File: config.mk
export PLATFORM = sky130hd
export DESIGN_NAME = fetch_queue
export DESIGN_NICKNAME = d
export VERILOG_FILES = /design/src/rtl/fetch_pkg.sv /design/src/rtl/fq_fifo.sv /design/src/rtl/fetch_queue.sv
export SDC_FILE = /design/constraint.sdc
export NUM_CORES = 1
export LEC_CHECK = 0
export CAP_MARGIN = 20
export CORE_MARGIN = 2
export CORE_UTILIZATION = 30
export DETAILED_ROUTE_END_ITERATION = 12
export GPL_ROUTABILITY_DRIVEN = 0
export REMOVE_ABC_BUFFERS = 1
export SETUP_SLACK_MARGIN = 0.02
export SLEW_MARGIN = 20
export SYNTH_ARGS = -nofsm -noshare
export SYNTH_HDL_FRONTEND = slang
export SYNTH_HIERARCHICAL = 1
export SYNTH_SLANG_ARGS = --single-unit
File: constraint.sdc
create_clock -name clk -period 4.56 [get_ports clk]
set_clock_uncertainty 0.05 [all_clocks]
set_input_delay 0.456 -clock clk [delete_from_list [all_inputs] [get_ports clk]]
set_output_delay 0.456 -clock clk [all_outputs]
set_load 0.02 [all_outputs]
File: src/rtl/fetch_pkg.sv
// Shared types and constants for the instruction fetch queue.
// Holds the fetch FSM state encoding and the default reset fetch address.
// Imported by fetch_queue and fq_fifo; no logic of its own.
package fetch_pkg;

  typedef enum logic [1:0] {
    FETCH = 2'd0,  // issuing requests while credits remain
    FULL  = 2'd1,  // credits exhausted, waiting for a pop or response
    FLUSH = 2'd2   // discarding responses to pre-redirect requests
  } fq_state_t;

  localparam logic [31:0] RESET_PC_DEFAULT = 32'h0;

endpackage

File: src/rtl/fq_fifo.sv
// Purpose: synchronous FIFO storage for fetched {pc, instr} entries, with occupancy count.
// Latency: a push is visible at head_data / count the cycle after it is written.
// Backpressure: none internally; the caller guarantees no push when full and no pop when empty.
// Ports: clk, reset (async, active-high), flush (drops all entries), push/push_data,
//        pop, head_data (oldest entry), count (current occupancy).
module fq_fifo
  import fetch_pkg::*;
#(
  parameter int unsigned DEPTH = 4,
  parameter int unsigned WIDTH = 64
) (
  input  logic                     clk,
  input  logic                     reset,
  input  logic                     flush,
  input  logic                     push,
  input  logic [WIDTH-1:0]         push_data,
  input  logic                     pop,
  output logic [WIDTH-1:0]         head_data,
  output logic [$clog2(DEPTH):0]   count
);

  localparam int AW = $clog2(DEPTH);
  localparam int CW = AW + 1;

  logic [WIDTH-1:0] mem [DEPTH];
  logic [AW-1:0]    wr_ptr;
  logic [AW-1:0]    rd_ptr;

  // Storage needs no reset: entries are only observed once count says they are valid.
  always_ff @(posedge clk) begin
    if (push && !flush) begin
      mem[wr_ptr] <= push_data;
    end
  end

  // DEPTH is a power of two, so the pointers wrap naturally.
  always_ff @(posedge clk or posedge reset) begin
    if (reset) begin
      wr_ptr <= '0;
      rd_ptr <= '0;
      count  <= '0;
    end else if (flush) begin
      wr_ptr <= '0;
      rd_ptr <= '0;
      count  <= '0;
    end else begin
      if (push) wr_ptr <= wr_ptr + AW'(1);
      if (pop)  rd_ptr <= rd_ptr + AW'(1);
      count <= count + CW'(push) - CW'(pop);
    end
  end

  assign head_data = mem[rd_ptr];

endmodule

File: src/rtl/fetch_queue.sv
// Purpose: instruction fetch queue; issues sequential word fetches, buffers in-order
//          responses with their pc, and flushes/refetches on redirect.
// Latency: response to instr_valid is 1 cycle; redirect to first new request is 1 cycle
//          (plus draining of stale responses when requests were outstanding).
// Backpressure: credit-based; requests stop once occupancy + outstanding reaches DEPTH
//          or outstanding reaches MAX_OUT, and resume when a pop or response frees a credit.
// Ports: clk, reset (async, active-high); redirect_valid/redirect_pc from the core;
//        mem_req_valid/addr/ready and mem_rsp_valid/data to instruction memory;
//        instr_valid/instr/instr_pc/instr_ready to the core.
// Option: define FETCH_QUEUE_PERF_EN to add the flush_count [15:0] redirect counter port.
module fetch_queue
  import fetch_pkg::*;
#(
  parameter int unsigned DEPTH    = 4,
  parameter logic [31:0] RESET_PC = RESET_PC_DEFAULT,
  parameter int unsigned MAX_OUT  = 2
) (
  input  logic        clk,
  input  logic        reset,
  input  logic        redirect_valid,
  input  logic [31:0] redirect_pc,
  output logic        mem_req_valid,
  output logic [31:0] mem_req_addr,
  input  logic        mem_req_ready,
  input  logic        mem_rsp_valid,
  input  logic [31:0] mem_rsp_data,
  output logic        instr_valid,
  output logic [31:0] instr,
  output logic [31:0] instr_pc,
  input  logic        instr_ready
`ifdef FETCH_QUEUE_PERF_EN
  ,
  output logic [15:0] flush_count
`endif
);

  localparam int CW = $clog2(DEPTH) + 1;
  localparam logic [CW:0]   DEPTH_L = (CW+1)'(DEPTH);
  localparam logic [CW-1:0] MAX_L   = CW'(MAX_OUT);

  fq_state_t     state;
  logic [31:0]   fetch_pc;     // next address to request
  logic [31:0]   rsp_pc;       // address of the oldest outstanding request
  logic [CW-1:0] out_cnt;      // requests issued, response not yet seen
  logic [CW-1:0] discard_cnt;  // stale responses still to drop
  logic [CW-1:0] occ;
  logic [CW-1:0] occ_nxt;
  logic [CW-1:0] out_nxt;
  logic [63:0]   head_data;
  logic          credit_ok;
  logic          req_fire;
  logic          push;
  logic          pop;

  function automatic logic has_credit(input logic [CW-1:0] o, input logic [CW-1:0] n);
    return (({1'b0, o} + {1'b0, n}) < DEPTH_L) && (n < MAX_L);
  endfunction

  always_comb begin
    credit_ok     = has_credit(occ, out_cnt);
    // Redirect wins over any request in the same cycle.
    mem_req_valid = !reset && (state == FETCH) && credit_ok && !redirect_valid;
    req_fire      = mem_req_valid && mem_req_ready;
    push          = mem_rsp_valid && (state != FLUSH) && !redirect_valid;
    pop           = instr_valid && instr_ready && !redirect_valid;
    occ_nxt       = redirect_valid ? '0 : (occ + CW'(push) - CW'(pop));
    out_nxt       = out_cnt + CW'(req_fire) - CW'(mem_rsp_valid);
  end

  assign mem_req_addr = fetch_pc;

  always_ff @(posedge clk or posedge reset) begin
    if (reset) begin
      state       <= FETCH;
      fetch_pc    <= RESET_PC;
      rsp_pc      <= RESET_PC;
      out_cnt     <= '0;
      discard_cnt <= '0;
    end else begin
      out_cnt <= out_nxt;
      if (redirect_valid) begin
        fetch_pc <= redirect_pc;
        rsp_pc   <= redirect_pc;
        // Every request still in flight after this cycle's response is stale.
        discard_cnt <= out_nxt;
        state       <= (out_nxt != '0) ? FLUSH : FETCH;
      end else begin
        if (req_fire) fetch_pc <= fetch_pc + 32'd1;
        if (push)     rsp_pc   <= rsp_pc + 32'd1;
        if (state == FLUSH) begin
          if (mem_rsp_valid) begin
            discard_cnt <= discard_cnt - CW'(1);
            if (discard_cnt == CW'(1)) begin
              state <= has_credit(occ_nxt, out_nxt) ? FETCH : FULL;
            end
          end
        end else begin
          state <= has_credit(occ_nxt, out_nxt) ? FETCH : FULL;
        end
      end
    end
  end

  fq_fifo #(
    .DEPTH (DEPTH),
    .WIDTH (64)
  ) u_fifo (
    .clk       (clk),
    .reset     (reset),
    .flush     (redirect_valid),
    .push      (push),
    .push_data ({rsp_pc, mem_rsp_data}),
    .pop       (pop),
    .head_data (head_data),
    .count     (occ)
  );

  // Head outputs come only from registered state; zeroed while the queue is empty.
  assign instr_valid = (occ != '0);
  assign instr       = instr_valid ? head_data[31:0]  : 32'h0;
  assign instr_pc    = instr_valid ? head_data[63:32] : 32'h0;

`ifdef FETCH_QUEUE_PERF_EN
  always_ff @(posedge clk or posedge reset) begin
    if (reset) begin
      flush_count <= 16'h0;
    end else if (redirect_valid && (flush_count != 16'hFFFF)) begin
      flush_count <= flush_count + 16'd1;
    end
  end
`endif

endmodule

==> flow_summary.yaml <==
route:
  post_drt_via_cell_ratio: 4.86
  drt_iter0_markers: 624
  drtPass1Iterations: 5
  dr.max_layer_used: "met4"
  ant_nets: 0
  drc: 0
  wl_met1_mm: 16.6
  routed-via-count: 8415
  dr_wl_met3_mm: 2.22
  wl_per_cell_um: 21.1
  met2_length_mm: 17.0
  totalWireLength_mm: 36.5
power_and_ir_drop:
  leakagePower_nw: 6.10
  p_sw_share_pct: 29.1
  p_total_mw: 9.08
  pwr-share-seq_pct: 40.9
  power.density_mw_per_mm2: 503
  ir_drop_mv: 0.360
  power_switching_mw: 2.64
  p_int_mw: 6.44
  clock_power_share_pct: 33.7
  comb_power_share_pct: 25.4
final_layout:
  num_antenna_cells: 0
  fin_area_mm2: 0.0180
  areaGrowthSynthToFinish_pct: 25.4
  stdcell_count: 1730
  nFillCells: 4444
  final_common_cell: "edfxtp_1"
  final_nets: 1177
  mostFrequentLayoutCells: "256 x edfxtp_1, 166 x clkdlybuf4s50_1, 77 x dfrtp_1, 71 x and2_1, 64 x mux4_2"
  multi_input_area_mm2: 0.00439
  drive_above_1_share_pct: 14.7
  seq_area_mm2: 0.00967
floorplan:
  die_w_um: 223
  io_pins: 168
  core-area_mm2: 0.0475
  fp-row-count: 80
  die_h_um: 223
  start_util_pct: 30.3
  fp.dieArea_mm2: 0.0497
clocking:
  htree_levels: 2
  cts-hold-fix-buffers: 0
  cts_max_path_buffers: 3
  cts_resized: 0
  cts_tree: "done"
  clock-sinks: 335
  cts_root_buf: "clkbuf_16"
  cts_setup_buffers: 0
  numCtsBuffers: 38
  clock_latency_ns: 0.54
  clk_pin_slew_ns: 0.06
timing:
  timing.final.crit_share_pct: 84.2
  hold_slack_ns: 0.257
  setup_viol: 0
  max_freq_ghz: 0.260
  final.min_clock_period_ns: 3.84
  slew_viol_final: 0
  relSlewSlack_pct: 37.5
  rsz0062_at_grt: "no"
  tightest_slew_ns: 0.931
  finalHoldViolations: 0
  fin_tns_setup_ns: 0
grt:
  grt_pass1_wl_mm: 55.2
  grt_pass1_vias: 8587
  grt-ovfl-total: 0
  antenna_found_initial: 0
  grt_max_degree: 70
  track_usage_pct: 14.9
job:
  cap_viol_max_count: 0
outcome:
  status: "finished clean"
worst_setup_path:
  startpoint_type: "register"
  worst_setup_path_end_kind: "register"
  cp_max_fo: 6
  arrival_ns: 4.18
  rr_worst_depth: 14
  worstSetupPathType: "reg -> reg"
  worstPathRequired_ns: 4.90
yosys:
  postSynthCellCount: 903
  synth_async_sr_flop_share_pct: 23.6
  yosys-top-cells-area: "edfxtp_1 53%, dfrtp_1 14%, mux4_2 10%, and2_1 3.3%, ha_1 1.7%"
  yosys.area.top_type: "edfxtp_1"
  syn-cell-area_mm2: 0.0144
  yosysTopAreaCellShare_pct: 53.4
  ys_seq_area_share_pct: 67.2
  avgSynthCellArea_um2: 15.9
  post_synth_num_cell_types: 52
  synth_edf_count: 256
  yosysWarnings: 6
  ys_ff_latch: 335
  synth-main-ff-cell: "edfxtp_1"
place:
  dp_cells: 1660
  hpwl_mm: 23.2
  portBuffers: 167
  place_area_mm2: 0.0168
min_path:
  hold_class: "in -> async"
power by group through the flow:
stage	registers, mW	clock network [mW]	logic (mW)
after CTS	3.72	3.16	2.37
after detailed placement	3.78	0	2.36
after floorplan	3.77	0	1.23
after global routing	3.75	3.28	2.51
final	3.71	3.06	2.31
after global placement	3.77	0	2.33
synthesized netlist by cell type (8+ instances only):
library cell / count
and3_1: 11
xor2_1: 24
o21ai_0: 39
a21oi_1: 8
inv_1: 26
nand2_1: 54
o211ai_1: 14
clkbuf_1: 21
and2_1: 75
dfrtp_1: 79
xnor2_1: 19
nor3_1: 8
nand3_1: 36
edfxtp_1: 256
nand4_1: 30
mux4_2: 64
o311ai_0: 12
buf_2: 9
mux2_2: 10
ha_1: 19
nor2_1: 26
path summary, 6_finish.rpt:
path	end	start	slack, ns
min reg2reg	u_fifo/mem[2][62]$_DFFE_PP_	rsp_pc[30]$_DFFE_PP0P_	0.49
min in group clk	rsp_pc[26]$_DFFE_PP0P_	redirect_pc[26]	0.47
max reg2reg	state[0]$_DFFE_PP0P_	u_fifo/count[1]$_DFF_PP0_	0.72
max in group asynchronous	rsp_pc[27]$_DFFE_PP0P_	reset	3.21
min	u_fifo/rd_ptr[0]$_DFFE_PP0P_	reset	0.26
max	state[0]$_DFFE_PP0P_	u_fifo/count[1]$_DFF_PP0_	0.72
layout make-up:
| cell class | instances | area share, % |
|---|---|---|
| flip-flops and latches | 335 | 53.6 |
| well taps | 615 | 4.26 |
| repair buffers | 183 | 10.2 |
| inverters | 27 | 0.562 |
| multi-input cells | 500 | 24.3 |
| clock inverters | 14 | 0.818 |
| clock buffers | 56 | 6.16 |
flip-flops by register name, summed over array words and instances (netlist names):
register	flops
state	2
u_fifo/mem	256
u_fifo/count	3
rsp_pc	32
mem_req_addr	32
u_fifo/rd_ptr	2
out_cnt	3
u_fifo/wr_ptr	2
discard_cnt	3
metal layers:
layer,vias up,GRT usage (%)
met5,-,0
met2,241,23.4
li1,3849,-
met1,4287,20.8
met3,38,3.12
met4,0,4.35
through the flow:
| stage | worst slack (ns) | util (%) |
|---|---|---|
| after CTS | 0.742 | 38.0 |
| after detailed placement | 0.497 | 35.3 |
| after global placement | 0.679 | 35.3 |
| after global routing | 0.459 | 38.0 |
| final | 0.719 | 38.0 |
| after floorplan | 0.582 | - |
critical path, cell delays in order, from the launching register on:
cell and delay (ns):
dfrtp_1 0.48, ha_1 0.25, nor4bb_1 0.27, and4b_1 0.45
inv_1 0.11, ha_1 0.28, inv_1 0.06, ha_1 0.13
inv_1 0.04, fa_1 0.37, xnor2_1 0.30, inv_1 0.14
ha_1 0.31, nor4_1 0.32, a311oi_1 0.14
cells by family (layout without fill, tap and decap cells):
group	Yosys count	in the layout	share of synthesized area (%)
AOI/OAI and AO/OA	82	82	3.55
xor gates and xnor gates	44	44	2.77
adders and majority gates	22	22	2.07
buffers and inverters	68	280	2.40
DFF	335	335	67.2
muxes	80	80	11.2
and+or+nand+nor	272	272	10.8
No activity file was read; power rests on OpenSTA's default activity.
